$ cat config.mk
export PLATFORM = sky130hd
export DESIGN_NAME = tx_serializer
export DESIGN_NICKNAME = d
export VERILOG_FILES = /design/src/rtl/tx_serializer_pkg.sv /design/src/rtl/tx_serializer.sv
export SDC_FILE = /design/constraint.sdc
export NUM_CORES = 1
export LEC_CHECK = 0
export ABC_AREA = 0
export BUFFER_PORTS_ARGS = -buffer_cell sky130_fd_sc_hd__buf_4
export CORE_UTILIZATION = 49
export DETAILED_ROUTE_END_ITERATION = 6
export HOLD_SLACK_MARGIN = 0.02
export PLACE_DENSITY = 0.74
export SYNTH_ARGS = -nofsm -noshare
export SYNTH_HDL_FRONTEND = slang
export SYNTH_SLANG_ARGS = --single-unit
$ cat constraint.sdc
create_clock -name Bit_Rate_Clk -period 3.6 [get_ports Bit_Rate_Clk]
set_clock_uncertainty 0.15 [all_clocks]
set_input_delay 0 -clock Bit_Rate_Clk [delete_from_list [all_inputs] [get_ports Bit_Rate_Clk]]
set_output_delay 0 -clock Bit_Rate_Clk [all_outputs]
set_load 0.005 [all_outputs]
$ cat src/rtl/tx_serializer_pkg.sv
// tx_serializer_pkg: shared PHY constants and serializer state type
package tx_serializer_pkg;

  localparam int SYMBOL_WIDTH = 10;

  typedef enum logic {
    IDLE,
    SHIFT
  } ser_state_e;

  // K28.5 comma symbols for both running disparities
  localparam logic [9:0] K285_RDN = 10'b0101111100;
  localparam logic [9:0] K285_RDP = 10'b1010000011;

endpackage

$ cat src/rtl/tx_serializer.sv
// tx_serializer: parallel-to-serial symbol transmitter with a one-symbol skid buffer
module tx_serializer
  import tx_serializer_pkg::*;
#(
  parameter int   WIDTH      = SYMBOL_WIDTH,
  parameter bit   LSB_FIRST  = 1'b1,
  parameter logic IDLE_LEVEL = 1'b0
) (
  input  logic             Bit_Rate_Clk,
  input  logic             Rst,
  input  logic             Enable,
  input  logic [WIDTH-1:0] Data_10,
  input  logic             Data_Valid,
  output logic             Data_Ready,
  output logic             TX_Out,
  output logic             TX_Active,
  output logic             Word_Strobe
);

  ser_state_e       state, state_d;
  logic [WIDTH-1:0] hold_q, shift_q, shift_nx;
  logic [3:0]       bit_cnt;
  logic             hold_valid, last, load, shift, capture;

  // bit that leaves the shifter first for the configured order
  function automatic logic head(input logic [WIDTH-1:0] v);
    return LSB_FIRST ? v[0] : v[WIDTH-1];
  endfunction

  // ready comes straight from a flop, so no valid-to-ready combinational path
  assign Data_Ready = ~hold_valid;

  // next-state decision: reload on an empty shifter or the final bit, else keep shifting
  always_comb begin
    last     = bit_cnt == 4'(WIDTH-1);
    load     = hold_valid & (state == IDLE | last);
    shift    = state == SHIFT & ~last;
    capture  = Data_Valid & ~hold_valid & Enable;
    shift_nx = LSB_FIRST ? shift_q >> 1 : shift_q << 1;
    state_d  = load | shift ? SHIFT : IDLE;
  end

  // state register
  always_ff @(posedge Bit_Rate_Clk or negedge Rst) begin
    if (!Rst) state <= IDLE;
    else      state <= state_d;
  end

  // skid buffer, shifter, bit counter and registered serial outputs
  always_ff @(posedge Bit_Rate_Clk or negedge Rst) begin
    if (!Rst) begin
      hold_q      <= '0;
      hold_valid  <= 1'b0;
      shift_q     <= '0;
      bit_cnt     <= '0;
      Word_Strobe <= 1'b0;
      TX_Active   <= 1'b0;
      TX_Out      <= IDLE_LEVEL;
    end else begin
      if (capture) hold_q <= Data_10;
      hold_valid  <= capture | (hold_valid & ~load);
      shift_q     <= load ? hold_q : shift ? shift_nx : shift_q;
      bit_cnt     <= load ? '0 : shift ? bit_cnt + 4'd1 : bit_cnt;
      Word_Strobe <= load;
      TX_Active   <= load | shift;
      TX_Out      <= load ? head(hold_q) : shift ? head(shift_nx) : IDLE_LEVEL;
    end
  end

endmodule

# == After elaboration in Yosys (flattened, before gate mapping) ==
# Cells that the tools add are included.
# totals
regBits,29
in_bits,14
output_inout_bits,4
word_cells,30
# classes
add_sub_neg,1
eq_ne,1
mux,7
n_bitwise,12
n_reduce_logical,1
# op_table
cell,n
$mux 10,2
$mux 4,2
$and 1x1->1,5
$add 4x1->4 const B,1
$eq 4x4->1 const B,1
$not 1->1,4
$mux 1,3
$or 1x1->1,3
$reduce_bool 2->1,1

# == Longest topological paths before layout ==
# Gate-level depths: netlist (run 1).
# logic_depth
ltp_word,6
mapped_depth,6
mapped_depth_nobuf,5

# == Least setup slack after synthesis (run 1) ==
# No wires, ideal clock.
# synth_timing
path_type,register to register
from,register bit_cnt[1]
to,register bit_cnt[3]
setup_time_ns,0.126
arrival_ns,1.188
required_time_ns,3.324
setup_slack_ns,2.136
stages_incl_launch_ff,6
path_buffers,0
period_less_slack_ns,1.464
path_cell_list,dfrtp_1 > inv_1 > ha_1 > nand3b_4 > and2_4 > a221o_1
# synth_between
elab_chain_len,4
elab_cells_between_ends,9
cone_classes,1 x add/sub; 1 x eq/ne; 2 x mux; 4 x bitwise; 1 x reduce/logical
# synth_lines
item,line,source
start: declaration,tx_serializer.sv:22,logic [3:0] bit_cnt;
start signal: assignment,tx_serializer.sv:63,bit_cnt <= load ? '0 : shift ? bit_cnt + 4'd1 : bit_cnt;
"parallel branches: the longest is 4 deep, another holds $add 4x1->4",n/a,
# Parallel ways; which one is timed is not known. The select of a mux whose other input is x is not followed.
# A chain may end at the register's enable or synchronous reset.

# == Worst setup path after layout (run 1) ==
# layout_timing
from,register hold_valid
to,register hold_q[0]
# layout_between
elab_chain_len,3
# layout_lines
item,line,source
start: declaration,tx_serializer.sv:23,"logic hold_valid, last, load, shift, capture;"
start signal: assignment,tx_serializer.sv:61,hold_valid <= capture | (hold_valid & ~load);
$not 1->1,tx_serializer.sv:38,capture = Data_Valid & ~hold_valid & Enable;
$and 1x1->1 (2 in a row),tx_serializer.sv:38,
end signal: assignment,tx_serializer.sv:60,if (capture) hold_q <= Data_10;
end: declaration,tx_serializer.sv:21,"logic [WIDTH-1:0] hold_q, shift_q, shift_nx;"
# No other way between the ends.

==> results of run 1 <==
-- stage by stage --
step	hold slack [ps]	worst slack (ps)
after floorplan	-446	2140
after global placement	-222	1910
after detailed placement	-222	1860
after CTS	22.4	1840
after global routing	78.5	1760
final	25.1	1860
-- power groups by stage --
stage | Sequential, mW | Clock, mW | Combinational [mW]
after floorplan | 0.496 | 0 | 0.340
after global placement | 0.553 | 0 | 0.330
after detailed placement | 0.559 | 0 | 0.346
after CTS | 0.551 | 0.132 | 0.360
after global routing | 0.570 | 0.140 | 0.399
final | 0.551 | 0.122 | 0.354
-- final cells by class --
cell class | count | share of cell area [%]
Sequential cell | 27 | 45.5
Multi-Input combinational cell | 58 | 30.9
Timing Repair Buffer | 30 | 18.0
Tap cell | 28 | 2.36
Clock buffer | 4 | 1.77
Inverter | 4 | 1.35
-- synthesized netlist by cell type --
cell      instances
a21oi_1           1
a221o_1           1
and2_1            1
and2_4            1
buf_2             2
buf_6             4
clkbuf_1          1
dfrtp_1          27
ha_1              2
inv_1             3
inv_6             1
mux2_2           11
mux2i_1           9
nand2_1           2
nand3_1          10
nand3_2           1
nand3b_1          2
nand3b_4          1
nand4_1           1
nor2_1            2
nor3b_1           1
o21ai_0          10
o311ai_0          1
o31ai_1           1
-- how the worst max path moves through the flow --
stage / end / start / depth (start not counted) / slack [ps]
finish: hold_q[0]$_DFFE_PN0P_ / hold_valid$_DFF_PN0_ / 3 / 1860
floorplan: bit_cnt[3]$_DFFE_PN0P_ / bit_cnt[1]$_DFFE_PN0P_ / 5 / 2140
global route: hold_q[8]$_DFFE_PN0P_ / hold_valid$_DFF_PN0_ / 3 / 1760
global placement: hold_q[6]$_DFFE_PN0P_ / hold_valid$_DFF_PN0_ / 3 / 1910
CTS: hold_q[0]$_DFFE_PN0P_ / hold_valid$_DFF_PN0_ / 3 / 1840
detailed placement: hold_q[0]$_DFFE_PN0P_ / hold_valid$_DFF_PN0_ / 3 / 1860
-- cell families (layout without fill, tap and decap cells) --
| family | after synthesis | after routing | synth area share, % |
|---|---|---|---|
| AOI/OAI and AO/OA | 14 | 14 | 6.70 |
| adders and majority gates | 2 | 2 | 2.06 |
| buffers and inverters | 11 | 38 | 6.49 |
| DFF | 27 | 27 | 55.7 |
| muxes | 20 | 20 | 17.6 |
| and+or+nand+nor | 22 | 22 | 11.4 |
-- repair_timing --
action	CTS	global route
hold buffers	13	0
setup buffers	0	0
endpoints found under the hold margin	37	0
-- layer usage --
layer | up-vias | wire length [um] | track usage [%]
li1 | 390 | - | -
met5 | - | 0 | 0
met4 | 0 | 13 | 6.76
met2 | 10 | 1040 | 31.4
met1 | 401 | 894 | 21.1
met3 | 2 | 41 | 3.51
-- registers in the layout (all words and copies together), names as in the netlist --
| register | cells |
|---|---|
| TX_Active | 1 |
| TX_Out | 1 |
| Word_Strobe | 1 |
| bit_cnt | 4 |
| hold_q | 10 |
| hold_valid | 1 |
| shift_q | 9 |
-- worst register-to-register path, cell delays in order, from the launching register on --
cell and delay [ps]:
dfrtp_1 820, inv_6 50, nand3_2 240, mux2_2 380
==> results.ini, run 1 <==
[finish]
multi_input_area_um2=459
fin_area_um2=1480
final_cell_mix=27 x dfrtp_1, 17 x buf_4, 12 x dlygate4sd3_1
final.fill_count=179
final_layout_size_suffix_gt1_share_pct=29.3
nets=140
layout.cells.non_filler=151
final_util_pct=65.2
seqCellArea_um2=676
final_common_cell=dfrtp_1
area_growth_syn_to_layout_pct=22.3
num_antenna_cells=0

[power_and_ir_drop]
clockPowerShare_pct=11.9
leakage_nw=0.713
power_frac_comb_pct=34.5
p_seq_share_pct=53.6
p_total_mw=1.03
switching_share_pct=32.7
ir_drop_v=0.000502
p_switching_mw=0.336
powerDensity_nw_per_um2=693
p_int_mw=0.692

[timing]
final_max_slew_viol_count=0
relSlewSlack_pct=52.7
period_share_pct=48.5
rsz0062_at_grt=false
tightest_slew_ps=709
hold_violations=0
setup_viol=0
setup_tns_ps=0
finalCriticalPeriod_ps=1740
max_freq_ghz=0.573

[clock_tree]
cts_root_buffer=clkbuf_4
cts_made_buffers=3
clk_latency_ps=310
clkSinkCount=27
htree_levels=1
cts_buffer_depth=2
cts_resized=0
cts_tree=built
clk_pin_slew_worst_paths_ps=130

[grt]
track_usage_pct=17.7
grt_overflow=0
grt_pass1_vias=777
grt_pass1_wl_mm=3.44
grt_max_degree=28
antenna_found_initial=0

[yosys]
synth_area_um2=1210
synth.avg_cell_area_um2=12.6
yosys_warnings=0
syn-num-nets=112
yosys_register_bits=27
synth_top_area_share_pct=55.7
yosysSeqAreaShare_pct=55.7
synth_cells=96
synth.area.top_cells=dfrtp_1 56%, mux2_2 10%, mux2i_1 7.4%
yosys.area.top_type=dfrtp_1
yosysUniqueCellTypes=24

[detailed_routing]
drt_iter0_drc=4
vias=803
drt_first_pass_iters=4
wl_mm=1.99
drc=0
viasPerCell=5.32
wl_per_cell_um=13.2
ant_nets=0

[worst_setup_path]
crit_chain=inv_6 -> nand3_2 -> mux2_2
critical_path_class=register to register
path_delay_family=flip-flops
critPathMaxStageDelay_ps=820
reg2reg_setup_slack_ps=1860
crit_required_ps=3660
r2r-start=hold_valid$_DFF_PN0_
rr_endpoint=hold_q[0]$_DFFE_PN0P_
path_max_fanout=14
crit_slowest_cell=dfrtp_1
cp.arrival_ps=1800
worstSetupEndpointType=register
cp-start-kind=register
path_buf_inv=1
r2r_cells=3

[die]
die-width_um=51.8
core_area_um2=2280
ios=18
rows=17
chipHeight_um=51.8
dieArea_um2=2680
initial_core_util_pct=53.3

[placed_design]
io_buffers=17
gp_congestion=0.729
placed_area_um2=1320
place_inst=134

[run_status]
status=complete, no violations

[hold_path]
whs_path_depth=3
min_from=Enable
hold_path_class=primary input to register
min_to=hold_valid$_DFF_PN0_

[job]
drv_cap=0

Power figures use the tool's default switching activity.
==> run 2: changes to the inputs <==
- ABC_AREA: 0 -> 1
- PLACE_DENSITY: 0.74 -> 0.77
- clock period: 3.6 -> 1.45 ns (I/O delays scaled with it)
==> results.ini, run 2 <==
[yosys]
synth_top_flop_cell=dfrtp_1
ys_top_cells_by_count=30 x nand2_1, 27 x dfrtp_1, 26 x nand3_1
yosysSeqAreaShare_pct=56.3
synth_most_common_cell=nand2_1
synth_top_area_share_pct=56.3
synth_top_family_by_area=simple AND/OR/NAND/NOR gates
syn-num-nets=147
yosysUniqueCellTypes=20
synth.avg_cell_area_um2=9.16
synth-edff-count=0
yosys_register_bits=27
synth_cells=131
synthAdderAreaFrac_pct=2.09
async_flop_share_pct=100
yosys.area.top_type=dfrtp_1
synth.area.top_cells=dfrtp_1 56%, nand3_1 11%, nand2_1 9.4%
synth_compound_area_share_pct=6.36
synth_area_um2=1200
yosys_warnings=0
yosys.area_share.simple_pct=25.1
synth_xor_area_share_pct=0.730
synth_mux_area_share_pct=0

[die]
ios=18
rows=17
core_area_um2=2250
dieArea_um2=2650
initial_core_util_pct=53.2
die-width_um=51.5
chipHeight_um=51.5

[placed_design]
dp_slack_ps=-60.5
gp_congestion=0.748
hpwl_mm=1.63
io_buffers=17

[detailed_routing]
wl_mm=2.42
ant_nets=0
drc=0
drt_iter0_drc=18
vias=981
viasPerCell=4.95
wl_per_cell_um=12.2
drt_first_pass_iters=4

[worst_setup_path]
rr_endpoint=bit_cnt[2]$_DFFE_PN0P_
crit_chain=buf_4 -> buf_4 -> ha_1 -> xor2_1 -> nand3_2 -> nand2_2
crit_required_ps=1570
cp-start-kind=register
reg2reg_setup_slack_ps=50
worstSetupEndpointType=register
path_max_fanout=3
path_delay_family=flip-flops
path_buf_inv=2
r2r_cells=6
r2r-start=bit_cnt[1]$_DFFE_PN0P_
crit_slowest_cell=dfrtp_1
crit_cells=6
cp.arrival_ps=1520
worst_path_most_repeated_cell=buf_4
critical_path_class=register to register
critPathMaxStageDelay_ps=410

[grt]
grt_pass1_wl_mm=4.04
grt_overflow=0
antenna_found_initial=0
track_usage_pct=21.1
grt_pass1_vias=939
grt_max_degree=28

[power_and_ir_drop]
ir_drop_v=0.00102
p_total_mw=2.91
powerDensity_nw_per_um2=1820
leakage_nw=0.830

[run_status]
status=complete, no violations

[timing]
period_share_pct=96.6
finalCriticalPeriod_ps=1400
max_freq_ghz=0.714
final_max_slew_viol_count=0
layout_setup_ws_ps=49.6
setup_viol=0
hold_violations=0
tightest_slew_ps=337
relSlewSlack_pct=77.5

[clock_tree]
htree_levels=1
clkSinkCount=27
clk_latency_ps=320
cts_tree=built
cts_buffer_depth=2
clk_pin_slew_worst_paths_ps=140
cts_made_buffers=3
cts_root_buffer=clkbuf_4

[hold_path]
hold_path_class=primary input to register
min_to=hold_q[8]$_DFFE_PN0P_
min_from=Data_10[8]
whs_path_depth=4

[finish]
final_util_pct=70.7
nets=187
largest_register_ffs=10
final_cell_mix=29 x nand2_1, 27 x dfrtp_1, 25 x nand3_1, 25 x buf_4, 14 x dlygate4sd3_1
num_antenna_cells=0
final_layout_size_suffix_gt1_share_pct=27.6
final_common_cell=nand2_1
top_register=hold_q
top_regs=hold_q: 10 flops, shift_q: 9 flops, bit_cnt: 4 flops
area_growth_syn_to_layout_pct=32.8

[job]
drv_cap=0

-- run 2: area by class of cell --
class / count / area (um^2)
flip-flops and latches: 27 / 676
fillers: 187 / 661
multi-input cells: 80 / 437
repair buffers: 41 / 350
inverters: 18 / 70.1
well taps: 28 / 35.0
clock buffers: 4 / 26.3
-- run 2: per-layer routing --
layer	share of wire [%]	vias up	track usage [%]	wire length, um
li1	-	499	-	-
met1	43	463	27.1	1050
met2	53	17	35.5	1290
met3	2.4	2	2.68	59
met4	1.1	0	9.46	26
met5	0	-	0	0
-- run 2: repair_timing --
action,CTS,global route
hold buffers,14,0
buffers inserted,0,1
endpoints found under the hold margin,38,0
resized for setup,1,11
pin swaps,0,2
setup endpoints to repair,10,14
-- run 2: worst min-delay path, stage by stage --
cell	delay [ps]
dlygate4sd3_1	540
buf_4	130
inv_1	40
o21ai_1	60
-- run 2: kinds of logic after synthesis --
| family | after synthesis |
|---|---|
| adders and majority gates | 2 |
| AOI/OAI and AO/OA | 13 |
| DFF | 27 |
| xor gates and xnor gates | 1 |
| buffers and inverters | 24 |
| and+or+nand+nor | 64 |
-- run 2: where the power goes --
group          switching (mW)  total [mW]  internal (mW)  leakage (nW)
sequential              0.198        1.26           1.07         0.342
clock                   0.212       0.320          0.108        0.0150
combinational           0.701        1.32          0.620         0.473
total                    1.11        2.91           1.79         0.830
-- run 2: worst max path at each step --
stage / from / endpoint / slack [ps]
floorplan: bit_cnt[0]$_DFFE_PN0P_ / shift_q[3]$_DFFE_PN0P_ / 40
global placement: bit_cnt[1]$_DFFE_PN0P_ / shift_q[5]$_DFFE_PN0P_ / 6
detailed placement: bit_cnt[1]$_DFFE_PN0P_ / shift_q[8]$_DFFE_PN0P_ / -60
CTS: bit_cnt[1]$_DFFE_PN0P_ / shift_q[1]$_DFFE_PN0P_ / -3
global route: bit_cnt[1]$_DFFE_PN0P_ / bit_cnt[2]$_DFFE_PN0P_ / -40
finish: bit_cnt[1]$_DFFE_PN0P_ / bit_cnt[2]$_DFFE_PN0P_ / 50
-- run 2: metrics by stage --
step	std cells	hold slack [ps]	instance area (um^2)	TNS, ps
after global routing	198	330	1590	-52.1
after floorplan	131	-446	1200	0
after global placement	179	-225	1390	0
after detailed placement	179	-223	1390	-441
final	198	319	1590	0
after CTS	197	303	1550	-5.78
